<file path="config.mk">
export PLATFORM = sky130hd
export DESIGN_NAME = icache_miss_sched
export DESIGN_NICKNAME = d
export VERILOG_FILES = /design/src/rtl/icache_miss_sched_pkg.sv /design/src/rtl/icache_miss_sched_pf_fifo.sv /design/src/rtl/icache_miss_sched.sv
export SDC_FILE = /design/constraint.sdc
export NUM_CORES = 2
export LEC_CHECK = 0
export BUFFER_PORTS_ARGS = -buffer_cell sky130_fd_sc_hd__buf_2
export CAP_MARGIN = 20
export CORE_AREA = 2 2 494 496
export CTS_CLUSTER_SIZE = 12
export DETAILED_ROUTE_END_ITERATION = 6
export DIE_AREA = 0 0 496 498
export PLACE_DENSITY = 0.31
export RECOVER_POWER = 50
export SETUP_SLACK_MARGIN = 0.02
export SLEW_MARGIN = 10
export SYNTH_ARGS = -nofsm -noshare
export SYNTH_HDL_FRONTEND = slang
export SYNTH_SLANG_ARGS = --single-unit
</file>
<file path="constraint.sdc">
create_clock -name clk -period 3.2 [get_ports clk]
set_input_delay 0.8 -clock clk [delete_from_list [all_inputs] [get_ports clk]]
set_output_delay 0.8 -clock clk [all_outputs]
set_load 0.01 [all_outputs]
</file>
<file path="src/rtl/icache_miss_sched_pkg.sv">
// Shared frontend definitions: L2 op encodings, line geometry, miss FSM states.
package icache_miss_sched_pkg;

    localparam logic [2:0] OP_NOP = 3'b000;
    localparam logic [2:0] OP_R   = 3'b001;

    localparam int LINE_BITS_DEF = 6;
    localparam int LINE_W        = 512;

    typedef enum logic [1:0] {
        IDLE  = 2'd0,
        ISSUE = 2'd1,
        WAIT  = 2'd2
    } state_t;

    // Candidate prefetch hint after priority selection
    typedef struct packed {
        logic        vld;
        logic [31:0] addr;
    } pf_req_t;

    // Zero the byte-offset bits so every address names a whole line
    function automatic logic [31:0] line_align(input logic [31:0] a, input int unsigned lb);
        logic [31:0] m;
        m = 32'hFFFF_FFFF << lb;
        return a & m;
    endfunction

endpackage

</file>
<file path="src/rtl/icache_miss_sched_pf_fifo.sv">
// Prefetch hint FIFO with flush and an associative match port for dedup.
module icache_miss_sched_pf_fifo #(
    parameter int DEPTH = 4,
    parameter int AW    = 32
) (
    input  logic          clk,
    input  logic          rst,
    input  logic          push,
    input  logic [AW-1:0] push_addr,
    input  logic          pop,
    input  logic          flush,
    input  logic [AW-1:0] match_addr,
    output logic [AW-1:0] head_addr,
    output logic          full,
    output logic          empty,
    output logic          match
);
    localparam int            PW       = $clog2(DEPTH);
    localparam logic [PW:0]   CNT_FULL = (PW+1)'(DEPTH);

    logic [DEPTH-1:0][AW-1:0] mem;
    logic [DEPTH-1:0]         vld;
    logic [PW-1:0]            wr_ptr;
    logic [PW-1:0]            rd_ptr;
    logic [PW:0]              count;
    logic                     do_push;
    logic                     do_pop;

    assign full      = (count == CNT_FULL);
    assign empty     = (count == '0);
    assign head_addr = mem[rd_ptr];
    assign do_pop    = pop && !empty;
    // A pop in the same cycle frees the slot, so a full FIFO may still accept
    assign do_push   = push && (!full || do_pop);

    // Dedup lookup across all live entries
    always_comb begin
        match = 1'b0;
        for (int i = 0; i < DEPTH; i++)
            if (vld[i] && mem[i] == match_addr) match = 1'b1;
    end

    // Storage, valid bits and pointers; pointers wrap naturally at DEPTH
    always_ff @(posedge clk or negedge rst) begin
        if (!rst) begin
            mem    <= '0;
            vld    <= '0;
            wr_ptr <= '0;
            rd_ptr <= '0;
            count  <= '0;
        end else if (flush) begin
            vld    <= '0;
            wr_ptr <= '0;
            rd_ptr <= '0;
            count  <= '0;
        end else begin
            // Clear before set: when full, push and pop share one slot
            if (do_pop) begin
                vld[rd_ptr] <= 1'b0;
                rd_ptr      <= rd_ptr + 1'b1;
            end
            if (do_push) begin
                mem[wr_ptr] <= push_addr;
                vld[wr_ptr] <= 1'b1;
                wr_ptr      <= wr_ptr + 1'b1;
            end
            case ({do_push, do_pop})
                2'b10:   count <= count + 1'b1;
                2'b01:   count <= count - 1'b1;
                default: count <= count;
            endcase
        end
    end

endmodule

</file>
<file path="src/rtl/icache_miss_sched.sv">
// Icache miss scheduler: one outstanding L2 line read, demand over prefetch.
module icache_miss_sched
    import icache_miss_sched_pkg::*;
#(
    parameter int PF_DEPTH  = 4,
    parameter int LINE_BITS = LINE_BITS_DEF
) (
    input  logic              clk,
    input  logic              rst,
    input  logic              dmd_valid,
    input  logic [31:0]       dmd_paddr,
    output logic              dmd_ready,
    input  logic              bppf_valid,
    input  logic [31:0]       bppf_paddr,
    input  logic              nlpf_valid,
    input  logic [31:0]       nlpf_paddr,
    input  logic              prefetch_valid,
    input  logic [31:0]       prefetch_addr,
    input  logic              resteer,
    output logic [2:0]        icache_l2_op,
    output logic [31:0]       icache_l2_addr,
    input  logic [2:0]        l2_icache_op,
    input  logic [31:0]       l2_icache_addr,
    input  logic [LINE_W-1:0] l2_icache_data,
    output logic              fill_valid,
    output logic [31:0]       fill_addr,
    output logic [LINE_W-1:0] fill_data,
    output logic              fill_demand,
    output logic              busy
);
    state_t      state_q, state_d;
    logic [31:0] inf_addr_q, inf_addr_d;
    logic        inf_dmd_q, inf_dmd_d;
    logic        dmd_ready_d;
    logic        fill_d;

    logic [31:0] dmd_line;
    logic [31:0] rsp_line;
    pf_req_t     pf_cand;

    logic        pf_push, pf_pop;
    logic [31:0] pf_head;
    logic        pf_full, pf_empty, pf_match;

    assign dmd_line = line_align(dmd_paddr, LINE_BITS);
    assign rsp_line = line_align(l2_icache_addr, LINE_BITS);

    // Highest-priority source wins; lower ones in the same cycle are dropped
    always_comb begin
        pf_cand = '0;
        if (bppf_valid)          pf_cand = '{vld: 1'b1, addr: line_align(bppf_paddr, LINE_BITS)};
        else if (nlpf_valid)     pf_cand = '{vld: 1'b1, addr: line_align(nlpf_paddr, LINE_BITS)};
        else if (prefetch_valid) pf_cand = '{vld: 1'b1, addr: line_align(prefetch_addr, LINE_BITS)};
    end

    // Enqueue unless flushing, full without a freeing pop, or redundant
    assign pf_push = pf_cand.vld && !resteer && (!pf_full || pf_pop) && !pf_match &&
                     !((state_q != IDLE) && pf_cand.addr == inf_addr_q);

    icache_miss_sched_pf_fifo #(
        .DEPTH (PF_DEPTH),
        .AW    (32)
    ) u_pf_fifo (
        .clk        (clk),
        .rst        (rst),
        .push       (pf_push),
        .push_addr  (pf_cand.addr),
        .pop        (pf_pop),
        .flush      (resteer),
        .match_addr (pf_cand.addr),
        .head_addr  (pf_head),
        .full       (pf_full),
        .empty      (pf_empty),
        .match      (pf_match)
    );

    // Next state, in-flight tracking, demand accept/merge and fill detection.
    // dmd_ready still high means the requester has not yet dropped the demand
    // it was just granted, so it must not be taken a second time.
    always_comb begin
        state_d     = state_q;
        inf_addr_d  = inf_addr_q;
        inf_dmd_d   = inf_dmd_q;
        dmd_ready_d = 1'b0;
        fill_d      = 1'b0;
        pf_pop      = 1'b0;
        case (state_q)
            IDLE: begin
                if (!resteer) begin
                    if (dmd_valid && !dmd_ready) begin
                        inf_addr_d  = dmd_line;
                        inf_dmd_d   = 1'b1;
                        dmd_ready_d = 1'b1;
                        state_d     = ISSUE;
                    end else if (!pf_empty) begin
                        inf_addr_d = pf_head;
                        inf_dmd_d  = 1'b0;
                        pf_pop     = 1'b1;
                        state_d    = ISSUE;
                    end
                end
            end
            ISSUE: state_d = WAIT;
            WAIT: begin
                if (l2_icache_op == OP_R && rsp_line == inf_addr_q) begin
                    fill_d  = 1'b1;
                    state_d = IDLE;
                end
            end
            default: state_d = IDLE;
        endcase
        // A demand hitting the in-flight prefetch upgrades it instead of reissuing
        if ((state_q != IDLE) && dmd_valid && !dmd_ready && !inf_dmd_q && !resteer &&
            dmd_line == inf_addr_q) begin
            inf_dmd_d   = 1'b1;
            dmd_ready_d = 1'b1;
        end
        // Flush drops demand ownership; the line itself still fills
        if (resteer) inf_dmd_d = 1'b0;
    end

    // State and registered outputs
    always_ff @(posedge clk or negedge rst) begin
        if (!rst) begin
            state_q        <= IDLE;
            inf_addr_q     <= '0;
            inf_dmd_q      <= 1'b0;
            dmd_ready      <= 1'b0;
            icache_l2_op   <= OP_NOP;
            icache_l2_addr <= '0;
            fill_valid     <= 1'b0;
            fill_addr      <= '0;
            fill_data      <= '0;
            fill_demand    <= 1'b0;
            busy           <= 1'b0;
        end else begin
            state_q      <= state_d;
            inf_addr_q   <= inf_addr_d;
            inf_dmd_q    <= inf_dmd_d;
            dmd_ready    <= dmd_ready_d;
            icache_l2_op <= (state_d == ISSUE) ? OP_R : OP_NOP;
            if (state_d == ISSUE) icache_l2_addr <= inf_addr_d;
            fill_valid   <= fill_d;
            fill_demand  <= fill_d && inf_dmd_d;
            if (fill_d) begin
                fill_addr <= inf_addr_q;
                fill_data <= l2_icache_data;
            end
            busy <= (state_d != IDLE);
        end
    end

endmodule
</file>
==> impl_metrics.csv <==
group,metric,value,unit
synth,synth-seq-area-share,0.5515,
floorplan,die_w,496,um
clocking,cts_tree,"built",
job,maxCapViolCount,1,
floorplan,ios,1265,
route,drtPass1Iterations,6,
final_layout,seq_area,18300,um2
grt,grt_max_degree,121,
timing,drv_slew,40,
synth,ys_seq_elements,731,
power,seq_power_share,0.322,
synth,synth.distinct_cells,96,
floorplan,core_area,241900,um2
timing,worst_slew_pin_slew,1.980,ns
power,switchingPower,13.17,mW
placement,port_buffers,1232,
grt,antenna_found_initial,113,
power,clockPowerShare,0.321,
status,outcome,"complete, but fails checks",
synth,syn_area_per_cell,9.275,um2
timing,fmax,266.4,MHz
hold_path,hold_path_class,"in -> reg",
clocking,cts_root_buf,"clkbuf_16",
power,ir_drop,0.4155,mV
timing,finalHoldViolations,0,
floorplan,die_y,498,um
clocking,worst_skew_pair.late_latency,0.75,ns
worst_setup_path,cp-start-kind,"primary input",
grt,grt_overflow,0,
synth,synth-edff-count,0,
final_layout,multi_input_comb_area,14180,um2
floorplan,initial_core_util,0.1371,
worst_setup_path,crit_arrival,4.38,ns
placement,gp_congestion,0.9467,
floorplan,die_area,247000,um2
synth,synthCells,3576,
grt,grt_first_pass_wirelength,323.8,mm
route,routed_wl,252.6,mm
final_layout,drive_gt1_frac,0.4197,
status,violations,"capacitance limit, slew limit, setup timing",
synth,async_flop_share,1.000,
timing,setup_viol,277,
worst_setup_path,worst-setup-path-type,"in -> reg",
clocking,cts.sinks,731,
power,intPower,22.49,mW
route,wl_per_cell,28.80,um
synth,synth_top_flop_cell,"dfrtp_1",
timing,setup_tns,-51.16,ns
final_layout,final_cells,8773,
clocking,clockBufferDepth,3,
power,p_comb_frac,0.357,
placement,placed_cells,8417,
floorplan,rows,181,
timing,period_needed,3.754,ns
clocking,clkTransAtPathRegs,0.06,ns
grt,grtUsageTotal,0.1927,
synth,yosys_warnings,0,
route,viasPerCell,3.985,
timing,period_share,1.173,
synth,syn-cell-area,33170,um2
final_layout,nFillCells,27010,
timing,skew,0.03355,ns
route,via_count,34960,
placement,dpl.hpwl,201.3,mm
final_layout,finalNetCount,6103,
worst_setup_path,crit_required,3.82,ns
final_layout,area_delta_synth_final,62.80,%
route,drc_errors,0,
timing,slew_headroom,-0.3200,
power,swShare,0.3693,
worst_setup_path,crit_fanout,6,
clocking,h-tree-depth,3,
route,first_iter_violations,2871,
grt,grt_pass1_vias,35050,
power,powerDensity,660.5,nW/um2
placement,place_area,47910,um2
timing,rsz0062_at_grt,"true",
worst_setup_path,end_kind,"register",
route,ant_nets,0,
power,leakagePower,29.47,nW
timing,worst_slack,-0.5543,ns
clocking,cts_buffers,98,
worst_setup_path,r2r_slack,-0.43,ns
final_layout,finalInstanceArea,54000,um2
## worst max-delay path, cell delays in order
cell      delay, ns
buf_2          0.17
buf_4          0.18
nand3b_1       0.18
buf_4          0.17
and3_1         0.19
o31ai_4        0.37
nand4_1        0.28
or4_4          0.55
nor4_4         0.26
nor2_4         0.07
and2_4         0.18
nor3_4         0.11
fa_2           0.44
nand2b_1       0.10
nor2_1         0.05
o211ai_1       0.17
nand2_1        0.07
## power groups by stage
stage | Combinational, mW | Sequential [mW] | Clock (mW)
global route | 13.1 | 11.5 | 12.2
detailed placement | 11.7 | 11.6 | 0
finish | 12.7 | 11.5 | 11.5
CTS | 12.5 | 11.4 | 11.9
floorplan | 4.03 | 11.3 | 0
global placement | 11.9 | 11.6 | 0
## final cells by class
cell class,count,area share
Inverter,98,0.007345
Antenna cell,88,0.004078
Clock buffer,148,0.05408
Timing Repair inverter,1,0.0003707
Multi-Input combinational cell,2534,0.2626
Sequential cell,731,0.3389
Timing Repair Buffer,1948,0.2514
Tap cell,3202,0.07420
Clock inverter,23,0.007044
## routing by layer
metal / track usage / share of wire / up-vias
met5: 0 / 0.0014 / -
met4: 0.07894 / 0.045 / 58
met3: 0.04411 / 0.069 / 387
met2: 0.3181 / 0.47 / 1512
met1: 0.2403 / 0.42 / 17440
li1: - / - / 15560
## final timing paths
kind                                     start  depth (start not counted)                 end
max                                 nlpf_valid                         17  u_pf_fifo.count[1]
min in group asynchronous                  rst                          2   u_pf_fifo.mem[30]
max in group asynchronous                  rst                          3      fill_data[185]
min                        l2_icache_data[236]                          3      fill_data[236]
max reg2reg                     inf_addr_q[20]                         15  u_pf_fifo.count[1]
min reg2reg                      fill_data[78]                          2       fill_data[78]
## Yosys cell counts (10+ instances only)
cell,count,area [um2]
mux2_1,33,371.6
o21a_1,54,405.4
and3_1,17,106.4
xnor2_1,49,429.2
nor2_1,44,165.2
nor4_1,17,106.4
nand3b_1,22,165.2
nor2b_1,32,200.2
a2111oi_0,10,87.58
a22oi_1,32,240.2
dfrtp_1,731,18290
and2_1,16,100.1
o21ai_0,22,110.1
inv_1,97,364.1
buf_4,10,75.07
mux2_2,29,326.6
clkbuf_1,172,645.6
nand2_1,1669,6265
buf_2,11,55.05
nand2b_1,16,100.1
a22o_1,11,96.34
mux2i_1,38,380.4
mux4_2,26,585.6
buf_6,13,146.4
nand4_1,23,143.9
a21oi_1,24,120.1
nor3_1,21,105.1
xor2_1,51,446.7
o22ai_1,59,369.1
a221oi_1,18,157.7
## cells by family (layout without fill, tap and decap cells)
logic type | after synthesis | count (layout) | share of synthesized area
xor+xnor | 100 | 100 | 0.02641
mux | 135 | 135 | 0.05425
buf+inv | 312 | 2218 | 0.04036
fa+ha+maj | 9 | 9 | 0.003622
other cells | 1 | 90 | 0.0001131
simple gates | 1924 | 1924 | 0.2382
compound gates | 364 | 364 | 0.08556
flops | 731 | 731 | 0.5515
## state kept, by name (all words and copies together), names as in the netlist
signal,count
busy,1
dmd_ready,1
fill_addr,32
fill_data,512
fill_demand,1
fill_valid,1
icache_l2_addr,32
icache_l2_op,1
inf_addr_q,32
inf_dmd_q,1
state_q,2
u_pf_fifo.count,3
u_pf_fifo.mem,104
u_pf_fifo.rd_ptr,2
u_pf_fifo.vld,4
u_pf_fifo.wr_ptr,2
## metrics by stage
| stage | total power, mW | setup WS, ns | utilization | hold slack (ns) |
|---|---|---|---|---|
| CTS | 35.84 | -0.3692 | 0.2176 | 0.1168 |
| floorplan | 15.28 | -0.8436 | - | 0.4547 |
| detailed placement | 23.31 | -1.586 | 0.1981 | 0.4568 |
| finish | 35.66 | -0.5543 | 0.2233 | 0.2249 |
| global route | 36.86 | -0.6263 | 0.2229 | 0.1720 |
| global placement | 23.51 | -1.682 | 0.1981 | 0.4514 |
## cells in the final DEF (no fill, tap or decap), drive strengths merged, types with 46 or more instances in the layout
cell / synthesis / routed
xnor2: 49 / 49
nor2: 46 / 46
inv: 98 / 100
o22ai: 59 / 59
xor2: 51 / 51
dfrtp: 731 / 731
mux2: 71 / 71
nand2: 1669 / 1669
diode: 0 / 88
clkbuf: 174 / 200
buf: 40 / 1890
o21a: 54 / 54
## repair_timing
item,CTS,global route
gates resized for setup,156,96
cloned,17,44
hold buffers,1,0
setup endpoints to repair,658,647
hold endpoints to repair,9,0
buffers inserted,25,17
pin swaps,14,12
Note: power is estimated with default switching activity, not from simulation.
